$ cat config.mk
export PLATFORM = sky130hd
export DESIGN_NAME = wb_arbiter
export DESIGN_NICKNAME = d
export VERILOG_FILES = /design/src/rtl/wb_arbiter.sv
export SDC_FILE = /design/constraint.sdc
export NUM_CORES = 1
export LEC_CHECK = 0
export CAP_MARGIN = 0
export CORE_MARGIN = 8
export CORE_UTILIZATION = 40
export DETAILED_ROUTE_END_ITERATION = 10
export PLACE_DENSITY = 0.72
export SYNTH_ARGS = -nofsm -noshare
export SYNTH_HDL_FRONTEND = slang
export SYNTH_SLANG_ARGS = --single-unit
$ cat constraint.sdc
create_clock -name clock -period 2.55 [get_ports clock]
set_input_delay 0.255 -clock clock [delete_from_list [all_inputs] [get_ports clock]]
set_output_delay 0.255 -clock clock [all_outputs]
set_load 0.1 [all_outputs]
$ cat src/rtl/wb_arbiter.sv
// Register-file writeback arbiter: the ALU always wins the write port, and multdiv
// results are written directly when the port is free or else held in a small FIFO.
// Optional feature macro: WB_EXC_EN (exception requests write their code to r30).
module wb_arbiter #(
    parameter int unsigned MD_DEPTH = 2
) (
    input  logic        clock,
    input  logic        ctrl_reset,
    input  logic        alu_valid,
    input  logic [4:0]  alu_rd,
    input  logic [31:0] alu_data,
    input  logic        alu_exc,
    input  logic [31:0] alu_exc_code,
    input  logic        md_valid,
    input  logic [4:0]  md_rd,
    input  logic [31:0] md_data,
    input  logic        md_exc,
    input  logic [31:0] md_exc_code,
    output logic        md_ready,
    output logic        ctrl_writeEnable,
    output logic [4:0]  ctrl_writeReg,
    output logic [31:0] data_writeReg,
    output logic [31:0] pend_mask,
    output logic [2:0]  md_count
);

    localparam int unsigned PtrW   = (MD_DEPTH > 1) ? $clog2(MD_DEPTH) : 1;
    localparam logic [2:0]  DepthC = 3'(MD_DEPTH);
    localparam logic [PtrW-1:0] LastPtr = PtrW'(MD_DEPTH - 1);

    // Effective target/data after exception remapping
    logic [4:0]  alu_tgt;
    logic [31:0] alu_wdat;
    logic [4:0]  md_tgt;
    logic [31:0] md_wdat;

`ifdef WB_EXC_EN
    assign alu_tgt  = alu_exc ? 5'd30 : alu_rd;
    assign alu_wdat = alu_exc ? alu_exc_code : alu_data;
    assign md_tgt   = md_exc ? 5'd30 : md_rd;
    assign md_wdat  = md_exc ? md_exc_code : md_data;
`else
    logic unused_exc;
    assign unused_exc = ^{alu_exc, alu_exc_code, md_exc, md_exc_code};
    assign alu_tgt    = alu_rd;
    assign alu_wdat   = alu_data;
    assign md_tgt     = md_rd;
    assign md_wdat    = md_data;
`endif

    // Buffer storage and bookkeeping
    logic [4:0]      buf_reg_q [MD_DEPTH];
    logic [31:0]     buf_dat_q [MD_DEPTH];
    logic [PtrW-1:0] rd_ptr_q, rd_ptr_d;
    logic [PtrW-1:0] wr_ptr_q, wr_ptr_d;
    logic [2:0]      count_q, count_d;

    // Registered write port
    logic        we_q, we_d;
    logic [4:0]  wreg_q, wreg_d;
    logic [31:0] wdat_q, wdat_d;

    logic alu_eff;
    logic md_acc;
    logic md_eff;
    logic push;
    logic pop;

    // Ready depends only on registered occupancy, so a popping full buffer still refuses
    assign md_ready = (count_q < DepthC);
    assign md_acc   = md_valid && md_ready;
    assign md_eff   = md_acc && (md_tgt != 5'd0);
    assign alu_eff  = alu_valid && (alu_tgt != 5'd0);

    // Select the single write for this cycle and decide buffer push/pop
    always_comb begin
        we_d     = 1'b0;
        wreg_d   = wreg_q;
        wdat_d   = wdat_q;
        pop      = 1'b0;
        push     = 1'b0;
        if (alu_eff) begin
            we_d   = 1'b1;
            wreg_d = alu_tgt;
            wdat_d = alu_wdat;
            push   = md_eff;
        end else if (count_q != 3'd0) begin
            we_d   = 1'b1;
            wreg_d = buf_reg_q[rd_ptr_q];
            wdat_d = buf_dat_q[rd_ptr_q];
            pop    = 1'b1;
            push   = md_eff;
        end else if (md_eff) begin
            // Bypass: empty buffer and free port, write straight through
            we_d   = 1'b1;
            wreg_d = md_tgt;
            wdat_d = md_wdat;
        end
        rd_ptr_d = pop  ? ((rd_ptr_q == LastPtr) ? '0 : rd_ptr_q + PtrW'(1)) : rd_ptr_q;
        wr_ptr_d = push ? ((wr_ptr_q == LastPtr) ? '0 : wr_ptr_q + PtrW'(1)) : wr_ptr_q;
        count_d  = count_q + {2'b00, push} - {2'b00, pop};
    end

    // State registers with asynchronous clear
    always_ff @(posedge clock or negedge ctrl_reset) begin
        if (!ctrl_reset) begin
            we_q     <= 1'b0;
            wreg_q   <= 5'd0;
            wdat_q   <= 32'd0;
            rd_ptr_q <= '0;
            wr_ptr_q <= '0;
            count_q  <= 3'd0;
            for (int unsigned i = 0; i < MD_DEPTH; i++) begin
                buf_reg_q[i] <= 5'd0;
                buf_dat_q[i] <= 32'd0;
            end
        end else begin
            we_q     <= we_d;
            wreg_q   <= wreg_d;
            wdat_q   <= wdat_d;
            rd_ptr_q <= rd_ptr_d;
            wr_ptr_q <= wr_ptr_d;
            count_q  <= count_d;
            if (push) begin
                buf_reg_q[wr_ptr_q] <= md_tgt;
                buf_dat_q[wr_ptr_q] <= md_wdat;
            end
        end
    end

    // Pending mask: OR of one-hot targets of the occupied slots, walking from the head
    always_comb begin
        pend_mask = 32'd0;
        for (int unsigned k = 0; k < MD_DEPTH; k++) begin
            if (3'(k) < count_q) begin
                pend_mask[buf_reg_q[PtrW'((32'(rd_ptr_q) + k) % MD_DEPTH)]] = 1'b1;
            end
        end
    end

    assign ctrl_writeEnable = we_q;
    assign ctrl_writeReg    = wreg_q;
    assign data_writeReg    = wdat_q;
    assign md_count         = count_q;

endmodule

==> results.txt, run 1 <==
----------------------------------------------------
[Setup path]
  Number of cell instances on the worst register-to-register path ... 7
  Crit-path cells ... buf_12 -> mux2i_4 -> nor2_1 -> nand2_1 -> o22ai_4 -> buf_12
  Startpoint types ... flop
  Source of the worst register-to-register timing path ... rd_ptr_q$_DFFE_PN0P_
  Setup CP Type ... reg -> out
  Data required time of the critical path ... 2300 ps
  Reg-to-reg critical path endpoint ... data_writeReg[5]$_DFFE_PN0P_
  Maximum fanout count along the critical path ... 7
  Crit path capture type ... output port
  Register-to-register setup slack ... 410 ps
  Kind of cell adding the most delay to the critical path ... simple AND/OR/NAND/NOR gates
  Highest cell delay on the worst timing path ... 490 ps
  Crit path top cell by count ... sky130_fd_sc_hd__buf_12
  Crit-path slowest cell ... sky130_fd_sc_hd__dfrtp_4
  Number of buffer and inverter instances along the worst setup path ... 2
  Critical path arrival ... 2300 ps

[CTS]
  Clock tree sinks ... 117
  Total CTS buffers ... 17
  Clock transition time at the flip-flop clock pins of the worst setup and hold paths ... 50 ps
  Clock Tree Root ... sky130_fd_sc_hd__clkbuf_16
  Htree depth ... 4
  TritonCTS clock tree ... built
  Largest buffer count on any clock path ... 2
  Worst-skew pair later-pin latency ... 410 ps

[Route]
  Wirelength per Cell ... 20.17 µm
  DRC ... 0
  Post-Route WL ... 18550 µm
  Count of vias placed by the detailed router ... 5050
  Starting DRT DRC Count ... 164
  Final ANT Viol Nets ... 0
  Number of optimization iterations in the first detailed-route pass ... 4
  Via density per instance ... 5.489

[Synth]
  Number of distinct standard cells referenced by the synthesized netlist ... 42
  Number of synthesized register bits ... 117
  Synth warn ... 0
  Average instance area after synthesis ... 12.04 µm²
  Adder-Cell Fraction of Synth Area ... 0.008984
  Gate count of the mapped netlist ... 532
  Simple-gate share of the synthesized area ... 0.06523
  Most used flip-flop cell after synthesis ... sky130_fd_sc_hd__dfrtp_1
  Post-synthesis compound-gate area fraction ... 0.09063
  Number of flops mapped to enable cells by yosys ... 0
  Post-Synthesis Net Count ... 680
  Sequential-to-total area share from yosys stat ... 0.4570
  Post-Synth XOR/XNOR Area ... 0.004102
  Multiplexer fraction of the synthesized cell area ... 0.3309
  Post-synth design cell area ... 6406 µm²
  Dominant combinational cell family by area after synthesis ... multiplexers
  Async SR Flop Fraction ... 1.000

[Timing]
  Minimum clock period ... 2552 ps
  Max-slew headroom at the worst pin ... 0.5840
  Worst-margin pin slew ... 624.0 ps
  Hold Violations, Final ... 0
  Post-route worst setup slack ... -2.365 ps
  Max-slew violation total from the final report ... 0
  Setup repair after global routing missed its margin ... true
  Ratio of final minimum period to clock period ... 1.001
  Number of setup violations in the final report ... 1
  Worst-case clock skew ... 8.194 ps
  FMAX ... 0.3918 GHz

[Floorplan]
  Die span in y ... 142.6 µm
  Num rows ... 46
  Initial Utilization ... 0.4062
  Full die area ... 20320 µm²
  Count of boundary I/O pins ... 218
  Die W ... 142.6 µm
  Core area ... 15770 µm²

[Layout]
  Antenna Diode Count ... 0
  Fill cell total of the finished layout ... 1242
  Post-layout nets ... 842
  P&R area growth vs syn ... 50.62%
  Ratio of cells with drive above 1 in the final layout ... 0.4063

[Global route]
  Via count of the first global-routing pass ... 5736
  Remaining global-route overflow ... 0
  Initial antenna violation count ... 0
  Global-route usage over all layers ... 0.1841
  Maximum number of pins on one net before global-route repair ... 50
  First-pass GRT wire length ... 29670 µm

[Placement]
  DP Wirelength ... 13490 µm
  # port buffers ... 151
  GPL Wtd Cong ... 0.8668
  Minimum setup slack after placement ... -115.2 ps

[Run]
  Max_cap viols ... 0

[Outcome]
  Failing checks ... setup timing
  Outcome ... finished, violations left

[Worst hold path]
  Class of the tightest hold or removal check ... in -> async

----------------------------------------------------
==> cells in the final DEF (no fill, tap or decap), drive strengths merged, types with 3 or more instances in the layout <==
master / count
mux2: 146
dfrtp: 117
buf: 108
clkdlybuf4s50: 76
mux2i: 40
a21oi: 36
o22ai: 32
nor4: 32
clkbuf: 24
nand2: 23
inv: 11
clkinv: 6
nand3: 6
o32ai: 5
o21ai: 5
nor2: 4
nand2b: 3
o211ai: 3
ha: 3
==> kinds of logic after synthesis <==
logic type,after synthesis
DFF,117
and+or+nand+nor,76
xor gates and xnor gates,3
buffers and inverters,54
AOI/OAI and AO/OA,92
muxes,186
adders and majority gates,4
==> stage by stage <==
step	setup TNS [ps]	hold slack, ps	utilization	cells	cell area [µm²]
finish	-2.365	405.5	0.6119	920	9649
global route	-626.9	456.0	0.6119	920	9649
CTS	-701.9	422.6	0.6046	917	9534
detailed placement	-4318	315.3	0.5697	887	8985
global placement	-2990	297.7	0.5697	887	8985
floorplan	-480.4	-40.59	-	532	7024
==> routing by layer <==
metal / up-vias / part of all wire / track usage / routed length [µm]
met3: 17 / 0.068 / 0.06474 / 1260
met2: 145 / 0.51 / 0.3234 / 9555
met5: - / 0 / 0 / 0
met1: 2563 / 0.41 / 0.2075 / 7569
met4: 0 / 0.0091 / 0.04810 / 168
li1: 2325 / - / - / -
==> timing repair <==
action / in CTS / in global routing
buffers inserted: 0 / 3
gates resized for setup: 6 / 21
hold buffers: 1 / 0
hold endpoints to repair: 42 / 0
pin swaps: 0 / 1
endpoints found under the setup margin: 32 / 32
==> area by class of cell <==
type | instances | area (µm²) | share of cell area
timing repair buffer | 186 | 2047 | 0.2121
multi-input combinational | 361 | 3835 | 0.3974
tap | 216 | 270.3 | 0.02801
clock buffer | 23 | 478.0 | 0.04953
sequential | 117 | 2943 | 0.3050
inverter | 11 | 46.29 | 0.004798
clock inverter | 6 | 30.03 | 0.003112
==> worst max path at each step <==
stage,start,end,cells past startpoint
after floorplan,md_count[1]$_DFF_PN0_,md_count[2]$_DFF_PN0_,11
after global routing,rd_ptr_q$_DFFE_PN0P_,pend_mask[26],6
final,rd_ptr_q$_DFFE_PN0P_,pend_mask[27],6
after CTS,rd_ptr_q$_DFFE_PN0P_,pend_mask[23],5
after detailed placement,alu_rd[0],data_writeReg[30]$_DFFE_PN0P_,7
after global placement,alu_rd[0],data_writeReg[30]$_DFFE_PN0P_,7
==> synth_stat cells, types with 3 or more instances <==
cell | count | share of area
sky130_fd_sc_hd__nand2_1 | 23 | 0.013
sky130_fd_sc_hd__o32ai_1 | 5 | 0.0068
sky130_fd_sc_hd__ha_1 | 3 | 0.0059
sky130_fd_sc_hd__clkbuf_1 | 15 | 0.0088
sky130_fd_sc_hd__buf_4 | 11 | 0.013
sky130_fd_sc_hd__a21oi_1 | 36 | 0.028
sky130_fd_sc_hd__buf_1 | 6 | 0.0035
sky130_fd_sc_hd__nor4_1 | 32 | 0.031
sky130_fd_sc_hd__mux2_2 | 51 | 0.090
sky130_fd_sc_hd__o21ai_0 | 4 | 0.0031
sky130_fd_sc_hd__mux2_1 | 75 | 0.13
sky130_fd_sc_hd__o22ai_1 | 32 | 0.031
sky130_fd_sc_hd__buf_6 | 3 | 0.0053
sky130_fd_sc_hd__nand2b_1 | 3 | 0.0029
sky130_fd_sc_hd__nand3_1 | 5 | 0.0039
sky130_fd_sc_hd__buf_2 | 8 | 0.0063
sky130_fd_sc_hd__dfrtp_1 | 117 | 0.46
sky130_fd_sc_hd__mux2i_1 | 40 | 0.062
sky130_fd_sc_hd__inv_1 | 11 | 0.0064
sky130_fd_sc_hd__nor2_1 | 4 | 0.0023
sky130_fd_sc_hd__mux2_4 | 20 | 0.047
==> registers in the layout, summed over array words and instances (netlist names) <==
| register | count |
|---|---|
| buf_reg_q | 10 |
| wr_ptr_q | 1 |
| rd_ptr_q | 1 |
| data_writeReg | 32 |
| buf_dat_q | 64 |
| md_count | 3 |
| ctrl_writeReg | 5 |
| ctrl_writeEnable | 1 |
Power of run 1 is not shown: default switching activity piles up to over one toggle a cycle in this logic, so the estimate is an artifact.
==> run 2, diff against run 1 <==
--- a/config.mk
+++ b/config.mk
@@ -13,3 +13,4 @@
 export SYNTH_ARGS = -nofsm -noshare
 export SYNTH_HDL_FRONTEND = slang
 export SYNTH_SLANG_ARGS = --single-unit
+export TNS_END_PERCENT = 1
==> results.txt, run 2 (same netlist as run 1, synthesis figures left out) <==
----------------------------------------------------
[Run]
  Max_cap viols ... 0 (unchanged)

[Global route]
  Via count of the first global-routing pass ... 5571 (-2.9%)
  Initial antenna violation count ... 0 (unchanged)
  First-pass GRT wire length ... 29410 µm (-0.89%)
  Global-route usage over all layers ... 0.1833 (-0.0008387)
  Remaining global-route overflow ... 0 (unchanged)
  Maximum number of pins on one net before global-route repair ... 47 (-6.0%)

[Route]
  Final ANT Viol Nets ... 0 (unchanged)
  Count of vias placed by the detailed router ... 4977 (-1.4%)
  Post-Route WL ... 18380 µm (-0.93%)
  Starting DRT DRC Count ... 214 (+30%)
  Number of optimization iterations in the first detailed-route pass ... 4 (unchanged)
  DRC ... 0 (unchanged)
  Via density per instance ... 5.398 (-1.7%)
  Wirelength per Cell ... 19.94 µm (-1.1%)

[Placement]
  Cell Count Post-Placement ... 887 (unchanged)
  # port buffers ... 151 (unchanged)
  Post-Place Cell Area ... 9024 µm² (+0.43%)
  DP Wirelength ... 13180 µm (-2.3%)
  Minimum setup slack after placement ... -131.3 ps (-16.12 ps)
  GPL Wtd Cong ... 0.8648 (-0.23%)

[Setup path]
  Number of buffer and inverter instances along the worst setup path ... 2 (unchanged)
  Kind of cell adding the most delay to the critical path ... flip-flops
  Crit path capture type ... output port
  Maximum fanout count along the critical path ... 10 (+3)
  Worst Setup SP ... rd_ptr_q$_DFFE_PN0P_
  Startpoint types ... flop
  Critical path arrival ... 2290 ps (about the same)
  Number of cell instances on the worst register-to-register path ... 5 (-2)
  Crit-path slowest cell ... sky130_fd_sc_hd__dfrtp_2
  Register-to-register setup slack ... 330 ps (-80 ps)
  Setup CP Type ... reg -> out
  Reg-to-reg critical path endpoint ... ctrl_writeReg[0]$_DFFE_PN0P_
  Source of the worst register-to-register timing path ... md_count[1]$_DFF_PN0_
  Crit-path cells ... buf_4 -> mux2i_1 -> nand3_2 -> o22ai_4 -> buf_12
  Highest cell delay on the worst timing path ... 520 ps (+30 ps)
  Data required time of the critical path ... 2300 ps (about the same)

[Layout]
  Register bank with the most flops ... buf_dat_q
  P&R area growth vs syn ... 51.62%
  Final std cell area, no fill ... 9713 µm² (+0.66%)
  Highest-count cells in the layout ignoring fill and taps ... sky130_fd_sc_hd__dfrtp_1 (113), sky130_fd_sc_hd__clkdlybuf4s50_1 (76), sky130_fd_sc_hd__mux2_1 (75)
  Layout Utilization ... 0.6159 (+0.004047)
  Fill cell total of the finished layout ... 1226 (-1.3%)
  Commonest non-fill, non-tap cell in the layout ... sky130_fd_sc_hd__dfrtp_1
  Flip-flop count of the largest register, all copies and words added ... 64 (unchanged)
  Antenna Diode Count ... 0 (unchanged)
  Post-layout nets ... 841 (-0.12%)
  Final non-filler cell total ... 922 (+0.22%)
  FF+latch area ... 2940 µm² (about the same)
  Multi-input logic area ... 3796 µm² (-1.0%)
  Ratio of cells with drive above 1 in the final layout ... 0.4008 (-0.005400)

[Timing]
  Ratio of final minimum period to clock period ... 0.9974 (-0.003494)
  Max-slew headroom at the worst pin ... 0.6385 (+0.05449)
  Hold Violations, Final ... 0 (unchanged)
  Worst-margin pin slew ... 539.3 ps (-84.67 ps)
  Minimum clock period ... 2543 ps (-8.908 ps)
  Worst-case clock skew ... 5.274 ps (-2.920 ps)
  Max-slew violation total from the final report ... 0 (unchanged)
  Number of setup violations in the final report ... 0 (-1)
  Setup repair after global routing missed its margin ... true
  Post-route worst setup slack ... 6.544 ps (+8.908 ps)
  FMAX ... 0.3932 GHz (+0.35%)

[CTS]
  Clock tree sinks ... 117 (unchanged)
  Clock transition time at the flip-flop clock pins of the worst setup and hold paths ... 50 ps (about the same)
  Worst-skew pair later-pin latency ... 400 ps (about the same)
  Htree depth ... 4 (unchanged)
  Clock Tree Root ... sky130_fd_sc_hd__clkbuf_16
  Total CTS buffers ... 17 (unchanged)
  TritonCTS clock tree ... built
  Largest buffer count on any clock path ... 2 (unchanged)

[Floorplan]
  Count of boundary I/O pins ... 218 (unchanged)
  Core area ... 15770 µm² (unchanged)
  Die span in y ... 142.6 µm (unchanged)
  Full die area ... 20320 µm² (unchanged)
  Die W ... 142.6 µm (unchanged)
  Num rows ... 46 (unchanged)
  Initial Utilization ... 0.4062 (unchanged)

[Outcome]
  Outcome ... finished, final reports clean

[Worst hold path]
  Class of the tightest hold or removal check ... in -> async

----------------------------------------------------
## run 2: changes by cell type in the layout (fill, tap and decap cells not counted), moves of 2 or more
| cell | before | now |
|---|---|---|
| sky130_fd_sc_hd__clkinvlp_4 | 0 | 2 |
| sky130_fd_sc_hd__clkinv_2 | 6 | 4 |
| sky130_fd_sc_hd__o32ai_2 | 4 | 2 |
| sky130_fd_sc_hd__bufinv_16 | 0 | 3 |
| sky130_fd_sc_hd__o32ai_1 | 1 | 3 |
| sky130_fd_sc_hd__nand2_1 | 9 | 12 |
| sky130_fd_sc_hd__nand2_2 | 10 | 7 |
| sky130_fd_sc_hd__buf_12 | 36 | 38 |
## run 2: final cells by class
type / count / area share
Multi-Input combinational cell: 361 / 0.3908
Clock inverter: 9 / 0.01288
Tap cell: 216 / 0.02782
Timing Repair Buffer: 185 / 0.2118
Clock buffer: 23 / 0.04921
Sequential cell: 117 / 0.3027
Inverter: 11 / 0.004766
## run 2: how the worst max path moves through the flow
| stage | to | depth (start not counted) |
|---|---|---|
| 6_report | pend_mask[3] | 5 |
| 3_3_place_gp | buf_dat_q[4]$_DFFE_PN0P_ | 7 |
| 3_5_place_dp | buf_dat_q[5]$_DFFE_PN0P_ | 7 |
| 5_1_grt | pend_mask[19] | 5 |
| 2_1_floorplan | md_count[2]$_DFF_PN0_ | 11 |
| 4_1_cts | pend_mask[19] | 5 |
## run 2: layer usage
layer / wire length, µm / track usage / share of wire
met3: 1173 / 0.05803 / 0.064
met5: 0 / 0 / 0
met4: 233 / 0.05649 / 0.013
met1: 7697 / 0.2132 / 0.42
met2: 9277 / 0.3149 / 0.50
## run 2: worst register-to-register path: cells and delay by family, from the launching register on
family	cells	cell delay, ps
AOI/OAI and AO/OA	1	130
buffers and inverters	1	320
DFF	1	570
muxes	2	600
and+or+nand+nor	1	490
## run 2: stage by stage
step	hold WS, ps	TNS (ps)
after global placement	161.8	-6624
after CTS	279.6	-29.53
after detailed placement	168.0	-9287
after global routing	308.9	-1254
final	282.7	0
after floorplan	-40.59	-1171
## run 2: repair_timing
action | in CTS | in global routing
hold endpoints to repair | 20 | 0
setup endpoints to repair | 32 | 32
setup buffers | 2 | 0
gates resized for setup | 2 | 13
hold buffers | 1 | 0
Power of run 2 is left out for the same reason.
==> run 3, diff against run 2 <==
--- a/config.mk
+++ b/config.mk
@@ -6,10 +6,11 @@
 export NUM_CORES = 1
 export LEC_CHECK = 0
 export CAP_MARGIN = 0
-export CORE_MARGIN = 8
-export CORE_UTILIZATION = 40
+export CORE_MARGIN = 3
+export CORE_UTILIZATION = 42
+export CTS_BUF_LIST = sky130_fd_sc_hd__clkbuf_8 sky130_fd_sc_hd__clkbuf_16
 export DETAILED_ROUTE_END_ITERATION = 10
-export PLACE_DENSITY = 0.72
+export PLACE_DENSITY = 0.75
 export SYNTH_ARGS = -nofsm -noshare
 export SYNTH_HDL_FRONTEND = slang
 export SYNTH_SLANG_ARGS = --single-unit
==> results.txt, run 3 (same netlist as run 1, synthesis figures left out) <==
----------------------------------------------------
[Outcome]
  Outcome ... finished, final reports clean

[Global route]
  Maximum number of pins on one net before global-route repair ... 65 (+38%)
  Initial antenna violation count ... 0 (unchanged)
  Via count of the first global-routing pass ... 5480 (-1.6%)
  Global-route usage over all layers ... 0.2139 (+0.03069)
  Remaining global-route overflow ... 0 (unchanged)
  First-pass GRT wire length ... 28300 µm (-3.8%)

[Layout]
  Highest-count cells in the layout ignoring fill and taps ... sky130_fd_sc_hd__dfrtp_1 (113), sky130_fd_sc_hd__clkdlybuf4s50_1 (76), sky130_fd_sc_hd__mux2_1 (75)
  Register bank with the most flops ... buf_dat_q
  Post-layout nets ... 840 (-0.12%)
  Fill cell total of the finished layout ... 1052 (-14%)
  Commonest non-fill, non-tap cell in the layout ... sky130_fd_sc_hd__dfrtp_1
  Ratio of cells with drive above 1 in the final layout ... 0.4105 (+0.009662)
  Flip-flop count of the largest register, all copies and words added ... 64 (unchanged)
  Antenna Diode Count ... 0 (unchanged)
  P&R area growth vs syn ... 51.05%

[Floorplan]
  Full die area ... 16770 µm² (-17%)
  Die W ... 129.5 µm (-9.2%)
  Die span in y ... 129.5 µm (-9.2%)
  Initial Utilization ... 0.4342 (+0.02797)
  Count of boundary I/O pins ... 218 (unchanged)
  Num rows ... 44 (-4.3%)
  Core area ... 14750 µm² (-6.4%)

[Timing]
  Ratio of final minimum period to clock period ... 0.9852 (-0.01228)
  Number of setup violations in the final report ... 0 (unchanged)
  Worst-case clock skew ... 9.552 ps (+4.278 ps)
  Max-slew headroom at the worst pin ... 0.5852 (-0.05325)
  Minimum clock period ... 2512 ps (-31.31 ps)
  Hold Violations, Final ... 0 (unchanged)
  FMAX ... 0.3981 GHz (+1.2%)
  Setup repair after global routing missed its margin ... true
  Worst-margin pin slew ... 622.1 ps (+82.81 ps)
  Max-slew violation total from the final report ... 0 (unchanged)
  Total negative slack ... 0 ps (unchanged)

[Setup path]
  Highest cell delay on the worst timing path ... 570 ps (+50 ps)
  Data required time of the critical path ... 2300 ps (about the same)
  Setup CP Type ... reg -> out
  Kind of cell adding the most delay to the critical path ... compound AO/OA/AOI/OAI gates
  Crit path capture type ... output port
  Crit-path slowest cell ... sky130_fd_sc_hd__dfrtp_4
  Number of buffer and inverter instances along the worst setup path ... 2 (unchanged)
  Maximum fanout count along the critical path ... 14 (+4)
  Crit-path cells ... buf_4 -> o32ai_2 -> nand2_2 -> o22ai_4 -> buf_12
  Startpoint types ... flop
  Critical path arrival ... 2260 ps (-30 ps)

[Placement]
  GPL Wtd Cong ... 0.7961 (-7.9%)
  DP Wirelength ... 12390 µm (-6.0%)
  # port buffers ... 151 (unchanged)

[CTS]
  TritonCTS clock tree ... built
  Total CTS buffers ... 17 (unchanged)
  Clock transition time at the flip-flop clock pins of the worst setup and hold paths ... 50 ps (about the same)
  Clock tree sinks ... 117 (unchanged)
  Clock Tree Root ... sky130_fd_sc_hd__clkbuf_16
  Htree depth ... 4 (unchanged)
  Worst-skew pair later-pin latency ... 410 ps (about the same)
  Largest buffer count on any clock path ... 2 (unchanged)

[Worst hold path]
  Class of the tightest hold or removal check ... in -> async

[Route]
  Count of vias placed by the detailed router ... 4982 (+0.10%)
  Starting DRT DRC Count ... 188 (-12%)
  Final ANT Viol Nets ... 0 (unchanged)
  Post-Route WL ... 17630 µm (-4.1%)
  DRC ... 0 (unchanged)
  Via density per instance ... 5.610 (+3.9%)
  Number of optimization iterations in the first detailed-route pass ... 6 (+2)
  Wirelength per Cell ... 19.86 µm (-0.39%)

[Run]
  Max_cap viols ... 0 (unchanged)

----------------------------------------------------
run 3: cell types whose count changed in the layout (fill, tap and decap cells not counted), sizes merged:
cell	before	now
buf	108	107
bufinv	3	4
inv	11	12
clkbuf	23	20
clkinv	4	5
clkinvlp	2	1
run 3: final cells by class:
type,count,area [µm²],area share
clock buffer,20,466.7,0.04823
clock inverter,11,156.4,0.01616
inverter,11,46.29,0.004784
multi-input combinational,361,3822,0.3950
sequential,117,2943,0.3041
tap,184,230.2,0.02379
timing repair buffer,184,2012,0.2079
run 3: worst paths after layout:
path	start	endpoint	slack (ps)	cells past startpoint
hold / removal	ctrl_reset	buf_dat_q[8]$_DFFE_PN0P_	380	2
max in group asynchronous	ctrl_reset	buf_dat_q[24]$_DFFE_PN0P_	1410	3
setup reg to reg	md_count[1]$_DFF_PN0_	buf_dat_q[3]$_DFFE_PN0P_	240	5
min in group clock	md_data[18]	buf_dat_q[18]$_DFFE_PN0P_	490	2
hold reg to reg	buf_dat_q[13]$_DFFE_PN0P_	buf_dat_q[13]$_DFFE_PN0P_	490	1
setup / recovery	rd_ptr_q$_DFFE_PN0P_	pend_mask[15]	40	5
run 3: routing by layer:
metal | vias to the layer above | wire [µm] | share of wire | global-route usage
li1 | 2310 | - | - | -
met1 | 2510 | 7363 | 0.42 | 0.2563
met2 | 148 | 9219 | 0.52 | 0.3805
met3 | 14 | 863 | 0.049 | 0.05853
met4 | 0 | 188 | 0.011 | 0.05685
met5 | - | 0 | 0 | 0
run 3: stage by stage:
stage / hold WS, ps / area (µm²) / setup slack [ps] / util / std cells
2_1_floorplan: -40.59 / 6995 / -63.80 / - / 532
3_3_place_gp: 270.1 / 8937 / -58.21 / 0.6058 / 854
3_5_place_dp: 286.3 / 8937 / -103.0 / 0.6058 / 854
4_1_cts: 390.5 / 9590 / -89.28 / 0.6500 / 886
5_1_grt: 433.5 / 9677 / -55.28 / 0.6559 / 888
6_report: 380.9 / 9677 / 37.85 / 0.6559 / 888
run 3: repair_timing:
action	in CTS	in global routing
endpoints found under the setup margin	32	32
hold buffers	1	0
endpoints found under the hold margin	41	0
buffers inserted	0	2
gates resized for setup	4	20
pin swaps	0	1
Power of run 3 is left out for the same reason.
